### config.mk
export PLATFORM = sky130hd
export DESIGN_NAME = nor_tree_pipe
export DESIGN_NICKNAME = d
export VERILOG_FILES = /design/src/rtl/nor_tree_pkg.sv /design/src/rtl/nor_tree_tgl_cnt.sv /design/src/rtl/nor_tree_pipe.sv
export SDC_FILE = /design/constraint.sdc
export NUM_CORES = 1
export LEC_CHECK = 0
export ABC_AREA = 1
export CORE_UTILIZATION = 47
export CTS_CLUSTER_SIZE = 8
export DETAILED_ROUTE_END_ITERATION = 8
export PLACE_DENSITY = 0.87
export SETUP_SLACK_MARGIN = 0.2
export SLEW_MARGIN = 10
export SYNTH_ARGS = -nofsm -noshare
export SYNTH_HDL_FRONTEND = slang
export SYNTH_SLANG_ARGS = --single-unit
### constraint.sdc
create_clock -name clk -period 1.4 [get_ports clk]
set_clock_uncertainty 0.05 [all_clocks]
set_input_delay 0.21 -clock clk [delete_from_list [all_inputs] [get_ports clk]]
set_output_delay 0.21 -clock clk [all_outputs]
set_load 0.05 [all_outputs]
### src/rtl/nor_tree_pkg.sv
// Shared types and elaboration-time sizing helpers for the pipelined NOR-family reduction tree.
package nor_tree_pkg;

  typedef enum logic [1:0] {
    MODE_NOR  = 2'b00,
    MODE_OR   = 2'b01,
    MODE_NAND = 2'b10,
    MODE_AND  = 2'b11
  } mode_e;

  // Smallest L >= 1 with fanin**L >= nin.
  function automatic int tree_levels(input int nin, input int fanin);
    int     lvl;
    longint span;
    lvl  = 1;
    span = fanin;
    while (span < nin) begin
      span = span * fanin;
      lvl  = lvl + 1;
    end
    return lvl;
  endfunction

  // Nodes present after 'level' reductions; level 0 is the conditioned input width.
  function automatic int node_count(input int nin, input int fanin, input int level);
    int n;
    n = nin;
    for (int i = 0; i < level; i++) n = (n + fanin - 1) / fanin;
    return n;
  endfunction

endpackage

### src/rtl/nor_tree_tgl_cnt.sv
// Per-channel saturating toggle counter; counts changes between successive valid output beats.
module nor_tree_tgl_cnt #(
  parameter int CNT_W = 8
) (
  input  logic             clk,
  input  logic             rstb,
  input  logic             vld,
  input  logic             q,
  input  logic             clr,
  output logic [CNT_W-1:0] cnt
);

  logic prev;

  // clr has priority over an increment but leaves the reference value untouched.
  always_ff @(posedge clk or negedge rstb) begin
    if (!rstb) begin
      prev <= 1'b0;
      cnt  <= '0;
    end else begin
      if (vld) prev <= q;
      if (clr) cnt <= '0;
      else if (vld && (q != prev) && (cnt != '1)) cnt <= cnt + CNT_W'(1);
    end
  end

endmodule

### src/rtl/nor_tree_pipe.sv
// Multi-channel pipelined NOR/OR/NAND/AND reduction built from FANIN-input OR levels,
// with a saturating toggle counter on every channel output.
module nor_tree_pipe
  import nor_tree_pkg::*;
#(
  parameter int NIN   = 9,
  parameter int FANIN = 3,
  parameter int CH    = 4,
  parameter int CNT_W = 8
) (
  input  logic                clk,
  input  logic                rstb,
  input  logic [CH*NIN-1:0]   in,
  input  logic                in_vld,
  input  logic [1:0]          mode,
  input  logic                cnt_clr,
  output logic [CH-1:0]       qn,
  output logic                out_vld,
  output logic [CH*CNT_W-1:0] tgl_cnt
);

  localparam int LVL = tree_levels(NIN, FANIN);

  // Valid semantics: in_vld qualifies in/mode at a rising edge; there is no back-pressure.
  // out_vld qualifies qn for exactly one cycle; qn holds its last valid value otherwise.
  logic [CH-1:0][NIN-1:0] s0_x;
  logic                   s0_vld;
  logic [1:0]             s0_mode;

  always_ff @(posedge clk or negedge rstb) begin
    if (!rstb) begin
      s0_x    <= '0;
      s0_vld  <= 1'b0;
      s0_mode <= 2'b00;
    end else begin
      for (int c = 0; c < CH; c++) s0_x[c] <= in[c*NIN +: NIN] ^ {NIN{mode[1]}};
      s0_vld  <= in_vld;
      s0_mode <= mode;
    end
  end

  for (genvar l = 1; l <= LVL; l++) begin : g_lvl
    localparam int PW = node_count(NIN, FANIN, l - 1);
    localparam int NW = node_count(NIN, FANIN, l);

    logic [CH-1:0][PW-1:0] src;
    logic                  src_vld;
    logic [1:0]            src_mode;
    logic [CH-1:0][NW-1:0] nodes;
    logic [CH-1:0][NW-1:0] q;
    logic                  vld;

    if (l == 1) begin : g_head
      assign src      = s0_x;
      assign src_vld  = s0_vld;
      assign src_mode = s0_mode;
    end else begin : g_link
      assign src      = g_lvl[l-1].q;
      assign src_vld  = g_lvl[l-1].vld;
      assign src_mode = g_lvl[l-1].g_mid.mode_q;
    end

    // The last group of a level may be short; zero padding is neutral for OR.
    always_comb begin
      logic [NW*FANIN-1:0] padded;
      padded = '0;
      nodes  = '0;
      for (int c = 0; c < CH; c++) begin
        padded         = '0;
        padded[PW-1:0] = src[c];
        for (int j = 0; j < NW; j++) nodes[c][j] = |padded[j*FANIN +: FANIN];
      end
    end

    if (l < LVL) begin : g_mid
      logic [1:0] mode_q;
      always_ff @(posedge clk or negedge rstb) begin
        if (!rstb) begin
          q      <= '0;
          vld    <= 1'b0;
          mode_q <= 2'b00;
        end else begin
          q      <= nodes;
          vld    <= src_vld;
          mode_q <= src_mode;
        end
      end
    end else begin : g_last
      // Final level folds in the output polarity and only updates on valid beats.
      always_ff @(posedge clk or negedge rstb) begin
        if (!rstb) begin
          q   <= '0;
          vld <= 1'b0;
        end else begin
          vld <= src_vld;
          if (src_vld) begin
            for (int c = 0; c < CH; c++) q[c][0] <= nodes[c][0] ^ ~src_mode[0] ^ src_mode[1];
          end
        end
      end
    end
  end

  assign out_vld = g_lvl[LVL].vld;

  for (genvar c = 0; c < CH; c++) begin : g_ch
    assign qn[c] = g_lvl[LVL].q[c][0];

    nor_tree_tgl_cnt #(
      .CNT_W(CNT_W)
    ) u_cnt (
      .clk  (clk),
      .rstb (rstb),
      .vld  (out_vld),
      .q    (qn[c]),
      .clr  (cnt_clr),
      .cnt  (tgl_cnt[c*CNT_W +: CNT_W])
    );
  end

endmodule

==> flow_summary.json <==
{
  "grt_usage": 0.221,
  "wl_met2_mm": 5.68,
  "place_area_mm2": 0.00572,
  "tritoncts_num_sinks": 95,
  "ir_worst_vdd_uv": 624,
  "place_congestion": 0.860,
  "synth_edf_count": 0,
  "post-place-ws_ns": -0.0673,
  "fp.dieW_um": 96.5,
  "initial_utilization": 0.483,
  "violations": "design-rule violations, negative setup slack",
  "r2r_cells": 8,
  "grt_first_pass_wirelength_mm": 15.5,
  "ant_nets": 0,
  "synth_compound_area_frac": 0.0221,
  "top_layer": "met4",
  "p_leak_nw": 3.00,
  "min_period_over_period": 1.02,
  "yosysMostFrequentCell": "nand2_1",
  "synth_top_area_frac": 0.567,
  "synth_top_family_by_area": "simple AND/OR/NAND/NOR gates",
  "htreeDepth": 3,
  "maxSlewHeadroom": 0.377,
  "wl_met3_um": 603,
  "critPathCaptureType": "flop",
  "grt_max_degree": 46,
  "hold_class": "primary input to async pin",
  "synth_fa_ha_area_frac": 0.0119,
  "async_reset_ff_frac": 1.00,
  "status": "finished with violations",
  "setup_ws_ns": -0.0278,
  "seq_area_frac_synth": 0.567,
  "period_needed_ns": 1.43,
  "synthTopCellsByArea": "dfrtp_1, nand2_1, xor2_1",
  "max_freq_mhz": 700,
  "dieArea_mm2": 0.00931,
  "cellPowerDensity_mw_per_mm2": 912,
  "cts_buffer_depth": 2,
  "wl_mm": 10.7,
  "wl_per_cell_um": 15.4,
  "synth_simple_gate_area_share": 0.246,
  "ios": 79,
  "ys_seq_elements": 95,
  "grt_pass1_vias": 3467,
  "numCtsBuffers": 9,
  "ys_types": 28,
  "hold_ws_ns": 0.248,
  "core_region_area_mm2": 0.00868,
  "via_count": 3625,
  "antenna_found_initial": 0,
  "clk_pin_slew_worst_paths_ns": 0.10,
  "area_delta_synth_final_pct": 56.4,
  "rsz0062_at_grt": "true",
  "syn_inst": 447,
  "avgViaCountPerCell": 5.22,
  "drc": 1,
  "drtIter0Drc": 243,
  "synth_xor_area_frac": 0.0919,
  "syn_nets": 493,
  "die_height_um": 96.5,
  "clock-root-buffer": "clkbuf_8",
  "clkLatencyLatePin_ns": 0.37,
  "rows": 34,
  "hold_violations": 0,
  "port-buffer-count": 78,
  "design_area_mm2": 0.00656,
  "antenna_cells": 0,
  "cts_tree": "done",
  "finalMaxSlewViolations": 0,
  "syn_area_per_cell_um2": 9.39,
  "path_max_fanout": 7,
  "synthMuxAreaShare": 0.00805,
  "cap_violations": 0,
  "syn-cell-area_mm2": 0.00420,
  "final_nets": 628,
  "drive_gt1_frac": 0.385,
  "hpwl_mm": 6.11,
  "worstPathArrival_ns": 1.62,
  "synthTopCellsByCount": "nand2_1, dfrtp_1, nand3_1, xor2_1, nor2_1",
  "tightest_slew_ns": 0.934,
  "finalSetupViolCount": 2,
  "yosysTopAreaCell": "dfrtp_1",
  "synth-main-ff-cell": "dfrtp_1",
  "yosys_warnings": 0,
  "critPathLaunchType": "flop",
  "critPathKind": "flop to flop",
  "required_ns": 1.60,
  "gr-total-overflow": 0,
  "wl_met1_mm": 4.00,
  "first_pass_iters": 7
}
-- per-layer routing --
metal | GRT usage | up-vias
met5 | 0 | -
met4 | 0.105 | 0
met3 | 0.0407 | 44
met2 | 0.392 | 182
met1 | 0.257 | 1732
li1 | - | 1667
-- state kept, by name (all words and copies together) (netlist names) --
register            count
g_ch.u_cnt.cnt         32
g_lvl.src_mode          2
g_lvl.$13.padded       12
g_lvl.src_vld           1
out_vld                 1
g_ch.u_cnt.prev         4
g_lvl.q                 9
g_lvl.vld               1
g_lvl.src              27
g_lvl.g_mid.mode_q      2
qn                      4
-- cell usage in the layout, fill, tap and decap left out, types with 6 or more instances in the layout --
cell	count
nand4_1	6
clkdlybuf4s50_1	39
nand3_2	11
nand3_1	28
nor2_4	7
xor2_1	40
nand2_1	98
clkbuf_8	9
nor2_1	27
dfrtp_2	31
buf_4	32
buf_12	40
o21ai_1	6
nor2_2	6
nand2_2	20
or3_1	12
dfrtp_1	64
nand2_4	9
inv_1	28
buf_6	21
-- stage by stage --
stage / setup TNS, ns / util / total power, mW / std cells
2_1_floorplan: -0.448 / - / 3.61 / 447
3_3_place_gp: -0.267 / 0.660 / 4.09 / 639
3_5_place_dp: -0.725 / 0.660 / 4.13 / 639
4_1_cts: 0 / 0.726 / 5.85 / 688
5_1_grt: -0.823 / 0.756 / 6.22 / 695
6_report: -0.0297 / 0.756 / 5.98 / 695
-- final cells by class --
| type | count | area [µm²] |
|---|---|---|
| Timing Repair Buffer | 135 | 1690 |
| Clock inverter | 7 | 53.8 |
| Tap cell | 108 | 135 |
| Clock buffer | 9 | 124 |
| Multi-Input combinational cell | 301 | 1950 |
| Inverter | 40 | 198 |
| Fill cell | 510 | 2120 |
| Sequential cell | 95 | 2420 |
-- worst max-delay path, stage by stage, from the launching register on --
cell      delay, ns
dfrtp_2        0.46
ha_4           0.18
nand2_4        0.06
inv_6          0.08
nand3_4        0.11
nand2_8        0.13
clkinv_8       0.08
nand3_2        0.06
nand2_1        0.09
-- cells by family (layout without fill, tap and decap cells) --
kind of cell,after synthesis,in the layout
DFF,95,95
muxes,3,3
and+or+nand+nor,232,233
xor gates and xnor gates,44,44
buffers and inverters,52,191
AOI/OAI and AO/OA,17,17
adders and majority gates,4,4
-- report_power, final --
group	internal (mW)	total (mW)	switching (mW)
Combinational	0.578	1.25	0.671
Sequential	2.95	3.06	0.114
Clock	0.664	1.67	1.01
-- path summary, 6_finish.rpt --
| kind | from | endpoint | slack, ns |
|---|---|---|---|
| min | rstb | g_ch[2].u_cnt.cnt[4]$_DFFE_PN0P_ | 0.25 |
| max | g_ch[0].u_cnt.cnt[1]$_DFFE_PN0P_ | g_ch[0].u_cnt.cnt[1]$_DFFE_PN0P_ | -0.03 |
| max reg2reg | g_ch[0].u_cnt.cnt[1]$_DFFE_PN0P_ | g_ch[0].u_cnt.cnt[1]$_DFFE_PN0P_ | -0.03 |
| min in group clk | mode[0] | g_lvl[1].src_mode[0]$_DFF_PN0_ | 0.25 |
| max in group asynchronous | rstb | g_lvl[1].q[2]$_DFF_PN0_ | 0.48 |
| min reg2reg | g_lvl[1].src_mode[1]$_DFF_PN0_ | g_lvl[1].g_mid.mode_q[1]$_DFF_PN0_ | 0.30 |
-- what timing repair did --
action,4_1_cts,5_1_grt
cloned,1,0
hold buffers,1,0
gates resized for setup,46,56
pin swaps,11,13
buffers inserted,31,7
hold endpoints to repair,24,0
setup endpoints to repair,72,74
No activity file was read; power rests on OpenSTA's default activity.
==> patch (same settings) <==
Change the parameter `CH` from 4 to 2.
--- a/src/rtl/nor_tree_pipe.sv
+++ b/src/rtl/nor_tree_pipe.sv
@@ -7,3 +7,3 @@
   parameter int FANIN = 3,
-  parameter int CH    = 4,
+  parameter int CH    = 2,
   parameter int CNT_W = 8
Ports: changed (resized in, qn and tgl_cnt); port bits go from 79 to 43. The function was not compared with the original's and may differ.
==> patch against the original RTL <==
- cell area shrank 48%
- setup slack gained 100 ps
- sequential cell count decreased by 44
- routed wire length decreased by 49%
- die area fell by 47%
- cell count fell by 49%
- synthesized area down 48%
- power decreased by 47%
- sequential share of layout area is 0.82 points higher
- non-clock buffer count down 58
- critical path type unchanged
- critical endpoint is now g_ch[0].u_cnt.cnt[5]$_DFFE_PN0P_
==> patch: results (changes against the original RTL) <==
place_hpwl_mm: 3.204  # -48%
routedWlPerCell_microns: 15.65  # +1.6%
power.total_w: 0.003182  # -47%
slowest_delay_ps: 450
numPortBuffers: 42  # -46%
tightest_slew_ps: 466.4  # -467.6 ps
synth_compound_area_share_pct: 2.223  # +0.017 points
yosys.area_share.xor_xnor_pct: 9.179  # about the same
placed_area_sq_um: 3033  # -47%
synth_fa_ha_area_share_pct: 1.140  # -0.053 points
synth.area.top_cells: "dfrtp_1, nand2_1, xor2_1"
largest_reg_flops: 16  # -50%
met3_usage_pct: 5.916  # +1.8 points
place_congestion: 0.8863  # +3.1%
n_fill_cell: 249  # -51%
fp.dieArea_sq_um: 4946  # -47%
cts_setup_buffers: 18  # -42%
placed_cells: 321  # -50%
dr_wl_met3_microns: 220  # -64%
vdd_drop_max_uv: 917.9  # +47%
p_int_w: 0.002264  # -46%
use_met1_pct: 27.52  # +1.8 points
grt.total_usage_pct: 24.34  # +2.2 points
grt_pass1_wl_mm: 9.087  # -41%
outcome: "finished clean"
cts-resized-gates: 23  # -50%
insertion_delay_ps: 310  # -60 ps
drive_gt1_share_pct: 38.67  # +0.17 points
pwr-share-comb_pct: 20.2  # -0.7 points
p_leak_nw: 1.590  # -47%
hold_class: "in -> reg"
cts_buffers: 5  # -4
crit_arrival_ps: 1480  # -140 ps
pwr-share-seq_pct: 51.4  # +0.2 points
drt-initial-drc-count: 127  # -48%
viasPerCell: 5.406  # +3.7%
synth_mux_area_share_pct: 1.026  # +0.22 points
finalNetCount: 325  # -48%
grt_pass1_vias: 1936  # -44%
ys_types: 25  # -11%
route.met2.wl_mm: 2.961  # -48%
synth.cells.most_frequent: "nand2_1, dfrtp_1, xor2_1"
totalWireLength_mm: 5.509  # -49%
htreeDepth: 2  # -1
met1Wirelength_mm: 2.080  # -48%
grt_max_degree: 20  # -57%
synth_seq_area_share_pct: 58.15  # +1.5 points
grtUsageMet2_pct: 42.12  # +2.9 points
synth_nets: 245  # -50%
## patch: cell types whose count changed after synthesis, sizes merged, moves of 19 or more
| cell | change |
|---|---|
| xor2 | -20 |
| nor2 | -19 |
| nand3 | -27 |
| inv | -23 |
| nand2 | -68 |
| dfrtp | -44 |
## patch: worst paths after layout
kind | startpoint | endpoint | slack (ps) | cells past startpoint
worst max register to register | g_ch[0].u_cnt.cnt[1]$_DFFE_PN0P_ | g_ch[0].u_cnt.cnt[5]$_DFFE_PN0P_ | 70 | 9
worst max-delay path | g_ch[0].u_cnt.cnt[1]$_DFFE_PN0P_ | g_ch[0].u_cnt.cnt[5]$_DFFE_PN0P_ | 70 | 9
worst min register to register | g_lvl[1].src_vld$_DFF_PN0_ | g_lvl[1].vld$_DFF_PN0_ | 310 | 0
worst min-delay path | in_vld | g_lvl[1].src_vld$_DFF_PN0_ | 290 | 1
min in group asynchronous | rstb | g_lvl[1].g_mid.mode_q[1]$_DFF_PN0_ | 330 | 2
max in group asynchronous | rstb | g_ch[1].u_cnt.cnt[4]$_DFFE_PN0P_ | 510 | 3
## patch: area by class of cell
| cell class | count | area, sq um | share of cell area, % |
|---|---|---|---|
| Timing Repair Buffer | 77 | 938.4 | 27.31 |
| Tap cell | 52 | 65.06 | 1.894 |
| Sequential cell | 51 | 1294 | 37.65 |
| Clock buffer | 5 | 68.82 | 2.003 |
| Clock inverter | 3 | 27.53 | 0.8012 |
| Inverter | 17 | 78.83 | 2.294 |
| Multi-Input combinational cell | 147 | 963.4 | 28.04 |
## patch: worst max-delay path, delay by kind of cell, from the launching register on
kind                       cells  cell delay, ps
and+or+nand+nor                7             480
adders and majority gates      1             170
buffers and inverters          1              50
DFF                            1             450
